==> config.mk <==
export PLATFORM = sky130hd
export DESIGN_NAME = fifo_wr_ctrl
export DESIGN_NICKNAME = d
export VERILOG_FILES = /design/src/rtl/fifo_wr_ctrl.sv
export SDC_FILE = /design/constraint.sdc
export NUM_CORES = 1
export LEC_CHECK = 0
export CAP_MARGIN = 30
export CORE_ASPECT_RATIO = 1.2
export CORE_UTILIZATION = 40
export DETAILED_ROUTE_END_ITERATION = 6
export GPL_ROUTABILITY_DRIVEN = 0
export PLACE_DENSITY_LB_ADDON = 0.25
export SYNTH_ARGS = -nofsm -noshare
export SYNTH_HDL_FRONTEND = slang
export SYNTH_SLANG_ARGS = --single-unit
==> constraint.sdc <==
create_clock -name wrclk -period 2.8 [get_ports wrclk]
set_input_delay 0.28 -clock wrclk [delete_from_list [all_inputs] [get_ports wrclk]]
set_output_delay 0.28 -clock wrclk [all_outputs]
set_load 0.02 [all_outputs]
==> src/rtl/fifo_wr_ctrl.sv <==
// Write-side controller for the dual-clock FIFO: synchronises the Gray read pointer,
// advances the write pointers and derives full, almost-full, fill level and sticky overflow.
module fifo_wr_ctrl #(
  parameter int Addr         = 3,
  parameter int SYNC_STAGES  = 2,
  parameter int AFULL_THRESH = 6
) (
  input  logic          wrclk,
  input  logic          rst,
  input  logic          wrreq,
  input  logic          clr_ovf,
  input  logic [Addr:0] rdptr,
  output logic          wren,
  output logic [Addr:0] wraddr,
  output logic [Addr:0] wrptr,
  output logic          full,
  output logic          almost_full,
  output logic [Addr:0] wrlevel,
  output logic          overflow
);

  localparam logic [Addr:0] AfullThr = (Addr+1)'(AFULL_THRESH);

  logic [Addr:0] rdSync_q [SYNC_STAGES];
  logic [Addr:0] wrAddr_q, wrAddr_d;
  logic [Addr:0] wrPtr_q, wrPtr_d;
  logic [Addr:0] level_q, level_d;
  logic          full_q, full_d;
  logic          almostFull_q, almostFull_d;
  logic          overflow_q, overflow_d;
  logic [Addr:0] rq;
  logic [Addr:0] rdBin;

  assign rq = rdSync_q[SYNC_STAGES-1];

  // Each binary bit is the XOR of all Gray bits from the MSB down to that position.
  always_comb begin
    rdBin = '0;
    for (int i = 0; i <= Addr; i++) begin
      rdBin[i] = ^(rq >> i);
    end
  end

  assign wren = wrreq & ~full_q;

  always_comb begin
    wrAddr_d     = wrAddr_q + {{Addr{1'b0}}, wren};
    wrPtr_d      = wrAddr_d ^ (wrAddr_d >> 1);
    full_d       = (wrPtr_d == {~rq[Addr:Addr-1], rq[Addr-2:0]});
    level_d      = wrAddr_d - rdBin;
    almostFull_d = (level_d >= AfullThr);
    overflow_d   = overflow_q;
    if (wrreq && full_q) begin
      overflow_d = 1'b1;
    end else if (clr_ovf) begin
      overflow_d = 1'b0;
    end
  end

  always_ff @(posedge wrclk) begin
    if (rst) begin
      for (int i = 0; i < SYNC_STAGES; i++) begin
        rdSync_q[i] <= '0;
      end
      wrAddr_q     <= '0;
      wrPtr_q      <= '0;
      level_q      <= '0;
      full_q       <= 1'b0;
      almostFull_q <= 1'b0;
      overflow_q   <= 1'b0;
    end else begin
      rdSync_q[0] <= rdptr;
      for (int i = 1; i < SYNC_STAGES; i++) begin
        rdSync_q[i] <= rdSync_q[i-1];
      end
      wrAddr_q     <= wrAddr_d;
      wrPtr_q      <= wrPtr_d;
      level_q      <= level_d;
      full_q       <= full_d;
      almostFull_q <= almostFull_d;
      overflow_q   <= overflow_d;
    end
  end

  assign wraddr      = wrAddr_q;
  assign wrptr       = wrPtr_q;
  assign wrlevel     = level_q;
  assign full        = full_q;
  assign almost_full = almostFull_q;
  assign overflow    = overflow_q;

endmodule

==> out/metrics.csv, run 1 <==
metric,value,unit
synth-xor-area-share,16.55,%
cts-root-buf,clkbuf_4,
rows,18,
via_per_inst,4.451,
grt_setup_unrepaired,no,
synth_area_leaders,"dfxtp_1 51%, ha_1 7.2%, nor2b_1 7.2%, xnor2_1 6.0%, nor2_1 4.3%",
numCtsBuffers,3,
worstMarginPinSlew,0.5472,ns
finalCritPeriodShare,84.05,%
avgSynthCellArea,11.01,um2
final_cell_mix,"23 x clkdlybuf4s50_1, 22 x dfxtp_1, 10 x nor2b_1, 10 x nor2_1, 6 x xnor2_1",
drtPass1Iterations,4,
rrSetupSlack,0.53,ns
drive_above_1_share,8.738,%
grt_max_degree,16,
fp.dieArea,2365,um2
reg2reg_to,almost_full$_SDFF_PP0_,
setup_viol_count_final,0,
fillers,187,
pre_cts_ws,0.1437,ns
grt_pass1_wl,2187,um
cap_violations,0,
cts.repair.resized,0,
r2r_cells,7,
clk_pin_slew,0.11,ns
period_needed,2.353,ns
p_leak,0.4692,nW
crit_top_cell,ha_1,
status,finished clean,
wl,1337,um
end_kind,flop,
muxShareOfSynthArea,0,%
dp.cells,130,
crit_path_end,almost_full$_SDFF_PP0_,
fmax,424.9,MHz
fin_cells,133,
tns,0,ns
ys_warn_count,0,
start_util,42.43,%
hold_violations,0,
syn_inst,79,
antenna_found_initial,0,
yosysUniqueCellTypes,21,
min_path_type,reg2reg,
synth_fa_ha_area_share,9.496,%
slew_viol_final,0,
yosys.area.top_type,dfxtp_1,
die_x,44.57,um
synth_top_family_by_area,XOR/XNOR gates,
hpwlAfterDp,1017,um
synth_nets,93,
grt.overflow.total,0,
timing.critical_path.arrival,2.59,ns
io_buffers,23,
cts_hold_buf,0,
postPlaceCellArea,1130,um2
cp_max_fo,5,
layout_commonest_cell,clkdlybuf4s50_1,
synth_seq_cells,22,
power,0.0006734,W
clkSinkCount,22,
stdcell_area,1152,um2
post_cts_buffers,0,
startpoint_type,input pin,
die_height,53.08,um
synth_simple_gate_area_share,16.26,%
routedWlPerCell,10.05,um
cts_tree,done,
insertion_delay,0.29,ns
ys_seq_area_share,50.65,%
yosysTopAreaCellShare,50.65,%
ir_drop,372.7,uV
timing.rr.start,rdSync_q[0][7]$_SDFF_PP0_,
clock_skew,0.002749,ns
critical-path-max-stage-delay,0.47,ns
worstPathCellList,clkdlybuf4s50_1 > nor2b_1 > ha_1 > ha_1 > xor2_2 > ha_1 > a21oi_1 > o21ai_0 > xnor3_2 > o21ai_1,
vias,592,
multi_input_area,402.9,um2
fin_ws,0.4466,ns
ant_nets,0,
htree_num_levels,1,
fin_nets,119,
cts_buffer_depth,2,
crit_start,wrreq,
seq_area,440.4,um2
cpMaxStageDelayCell,clkdlybuf4s50_1,
grt_usage,13.03,%
power.density,584.4,nW/um2
max_slew_margin,63.40,%
core_area,2049,um2
cp.required,3.04,ns
synth_area,869.6,um2
diodes,0,
drc,0,
synth_compound_area_share,4.029,%
criticalPathCategory,in2reg,
first_global_vias,539,
area_growth,32.52,%
ios,24,
drtIter0Drc,7,
-- worst max-delay path: cells and delay by family --
| family | cells | cell delay [ns] |
|---|---|---|
| adders and majority gates | 3 | 0.74 |
| xor gates and xnor gates | 2 | 0.55 |
| buffers and inverters | 1 | 0.47 |
| AOI/OAI and AO/OA | 3 | 0.37 |
| and+or+nand+nor | 1 | 0.18 |
-- cells by family after synthesis --
family	Yosys count
and+or+nand+nor	27
DFF	22
xor gates and xnor gates	13
buffers and inverters	6
adders and majority gates	6
AOI/OAI and AO/OA	5
-- Yosys cell counts --
master / instances
nand2_1: 2
o21ai_0: 1
dfxtp_1: 22
buf_4: 1
nand3_2: 1
nor2_1: 10
ha_1: 5
o21ai_1: 1
xnor3_2: 1
xor2_1: 4
xor2_2: 2
inv_1: 3
nor2b_1: 10
a21oi_1: 2
nand3_1: 1
nand2b_1: 1
clkbuf_1: 2
a2111oi_2: 1
xnor2_1: 6
or3_1: 2
fa_1: 1
-- flip-flops by register name, indices dropped and copies added, names as in the netlist --
signal,cells
wrlevel,4
overflow,1
wrptr,3
rdSync_q,8
wraddr,4
almost_full,1
full,1
-- power by group --
group | internal (W) | total [W] | leakage, nW | switching, W
clock | 0.0000501 | 0.000135 | 0.0138 | 0.0000851
combinational | 0.0000941 | 0.000186 | 0.274 | 0.0000920
sequential | 0.000342 | 0.000352 | 0.181 | 0.0000100
-- area by class of cell --
class | instances | share of cell area, %
inverters | 3 | 0.9772
repair buffers | 24 | 20.63
flip-flops and latches | 22 | 38.22
well taps | 30 | 3.257
clock buffers | 3 | 1.954
multi-input cells | 51 | 34.96
-- metrics by stage --
stage                     hold slack, ns  util [%]
after global routing              0.4625     56.23
final                             0.4471     56.23
after floorplan                   0.3516         -
after CTS                         0.4530     56.23
after global placement            0.4164     55.13
after detailed placement          0.4270     55.13
-- per-layer routing --
metal | global-route usage, % | vias up | part of all wire (%)
li1 | - | 299 | -
met1 | 13.83 | 275 | 41
met2 | 23.04 | 16 | 54
met3 | 2.048 | 2 | 3.1
met4 | 9.091 | 0 | 1.3
met5 | 0 | - | 0
-- worst min path at each step --
stage | start | end | slack [ns] | depth (start not counted)
after floorplan | rst | rdSync_q[0][7]$_SDFF_PP0_ | 0.35 | 1
after global placement | rdSync_q[0][0]$_SDFF_PP0_ | rdSync_q[0][4]$_SDFF_PP0_ | 0.42 | 1
after detailed placement | rdSync_q[0][3]$_SDFF_PP0_ | rdSync_q[0][7]$_SDFF_PP0_ | 0.43 | 1
after CTS | rdSync_q[0][3]$_SDFF_PP0_ | rdSync_q[0][7]$_SDFF_PP0_ | 0.45 | 1
after global routing | rdSync_q[0][1]$_SDFF_PP0_ | rdSync_q[0][5]$_SDFF_PP0_ | 0.46 | 1
final | rdSync_q[0][3]$_SDFF_PP0_ | rdSync_q[0][7]$_SDFF_PP0_ | 0.45 | 1
Note: power is estimated with default switching activity, not from simulation.
==> run 2: changes to the inputs <==
==> constraint.sdc (replaced) <==
create_clock -name wrclk -period 1.9 [get_ports wrclk]
set_input_delay 0.19 -clock wrclk [delete_from_list [all_inputs] [get_ports wrclk]]
set_output_delay 0.19 -clock wrclk [all_outputs]
set_load 0.02 [all_outputs]
==> out/metrics.csv, run 2 (same netlist as run 1, synthesis figures left out) <==
metric,value,unit
fin_cells,156,
fillers,156,
regMostFlops,rdSync_q,
numCtsBuffers,3,
grt_max_degree,14,
finalCritPeriodShare,110.9,%
status,"complete, but fails checks",
largest_register_ffs,8,
cp.required,2.15,ns
drc,0,
via_per_inst,4.378,
start_util,42.43,%
worstMarginPinSlew,0.3221,ns
violations,setup timing,
setup_viol_count_final,3,
power,0.001156,W
antenna_found_initial,0,
fmax,474.7,MHz
insertion_delay,0.31,ns
cp_max_fo,2,
routedWlPerCell,11.38,um
drive_above_1_share,35.71,%
grt.overflow.total,0,
area_growth,63.45,%
htree_num_levels,1,
wl,1775,um
min_path_type,in2reg,
first_global_vias,638,
hpwlAfterDp,1368,um
end_kind,flop,
grt_usage,16.13,%
io_buffers,23,
dp.cells,146,
rrSetupSlack,-0.21,ns
whs,0.4278,ns
cap_violations,0,
ir_drop,508.3,uV
die_x,44.57,um
period_needed,2.106,ns
core_area,2049,um2
clock_skew,0.003393,ns
cts-root-buf,clkbuf_4,
cts_tree,done,
hold_violations,0,
ios,24,
criticalPathCategory,reg2reg,
multi_input_area,486.7,um2
final_cell_mix,"23 x clkdlybuf4s50_1, 23 x buf_4, 19 x dfxtp_1, 10 x nor2_1, 9 x nor2b_1",
rows,18,
power.density,813.6,nW/um2
startpoint_type,flop,
cts_buffer_depth,2,
grt_pass1_wl,2677,um
slew_viol_final,0,
die_height,53.08,um
max_slew_margin,78.48,%
timing.critical_path.arrival,2.36,ns
diodes,0,
fin_ws,-0.2065,ns
clkSinkCount,22,
seq_area,446.7,um2
clk_pin_slew,0.12,ns
fin_nets,141,
ant_nets,0,
drtIter0Drc,4,
drtPass1Iterations,2,
p_leak,0.5924,nW
final_util,69.35,%
grt_setup_unrepaired,yes,
vias,683,
fp.dieArea,2365,um2
run 2: cell count changes in the layout (fill, tap and decap cells not counted), moves of 2 or more:
cell / before / now
dfxtp_2: 0 / 2
buf_4: 1 / 23
ha_1: 5 / 1
dfxtp_1: 22 / 19
ha_4: 0 / 3
run 2: final cells by class:
class	instances	area share, %
Sequential cell	22	31.43
Inverter	3	0.7923
Multi-Input combinational cell	51	34.24
Clock buffer	4	2.553
Timing Repair Buffer	46	28.35
Tap cell	30	2.641
run 2: timing repair:
item / in CTS / in global routing
endpoints found under the setup margin: 4 / 4
gates cloned: 0 / 0
setup buffers: 3 / 3
hold buffers: 0 / 0
gates resized for setup: 5 / 3
pin swaps: 3 / 6
run 2: stage by stage:
step / TNS (ns) / setup WS (ns) / area (um2)
5_1_grt: -0.7464 / -0.3164 / 1421
6_report: -0.3714 / -0.2065 / 1421
3_5_place_dp: -1.934 / -0.4587 / 1306
4_1_cts: -0.4017 / -0.2121 / 1389
2_1_floorplan: -0.1846 / -0.08432 / 925.9
3_3_place_gp: -1.522 / -0.4118 / 1306
run 2: power by group:
group          switching [W]  internal, W  total, W  leakage, nW
Sequential         0.0000172     0.000503  0.000521        0.183
Combinational       0.000166     0.000216  0.000381        0.389
Clock               0.000137     0.000117  0.000254       0.0210
run 2: path summary, 6_finish.rpt:
check | start | end | cells after the start
max | rdSync_q[0][7]$_SDFF_PP0_ | almost_full$_SDFF_PP0_ | 8
min | rdptr[1] | rdSync_q[0][1]$_SDFF_PP0_ | 2
max reg2reg | rdSync_q[0][7]$_SDFF_PP0_ | almost_full$_SDFF_PP0_ | 8
min reg2reg | rdSync_q[0][2]$_SDFF_PP0_ | rdSync_q[0][6]$_SDFF_PP0_ | 1
run 2: metal layers:
layer  routed length [um]  up-vias  GRT usage, %
li1                     -      345             -
met1                  631      317         15.86
met2                 1064       17         31.37
met3                   47        4         2.048
met4                   31        0         9.091
met5                    0        -             0
run 2: critical path: stages (launching register included):
cell     delay, ns
dfxtp_2       0.35
xnor2_2       0.22
xor2_2        0.20
xnor2_1       0.11
ha_2          0.20
fa_2          0.36
xor2_1        0.17
or3_1         0.37
o21ai_1       0.07
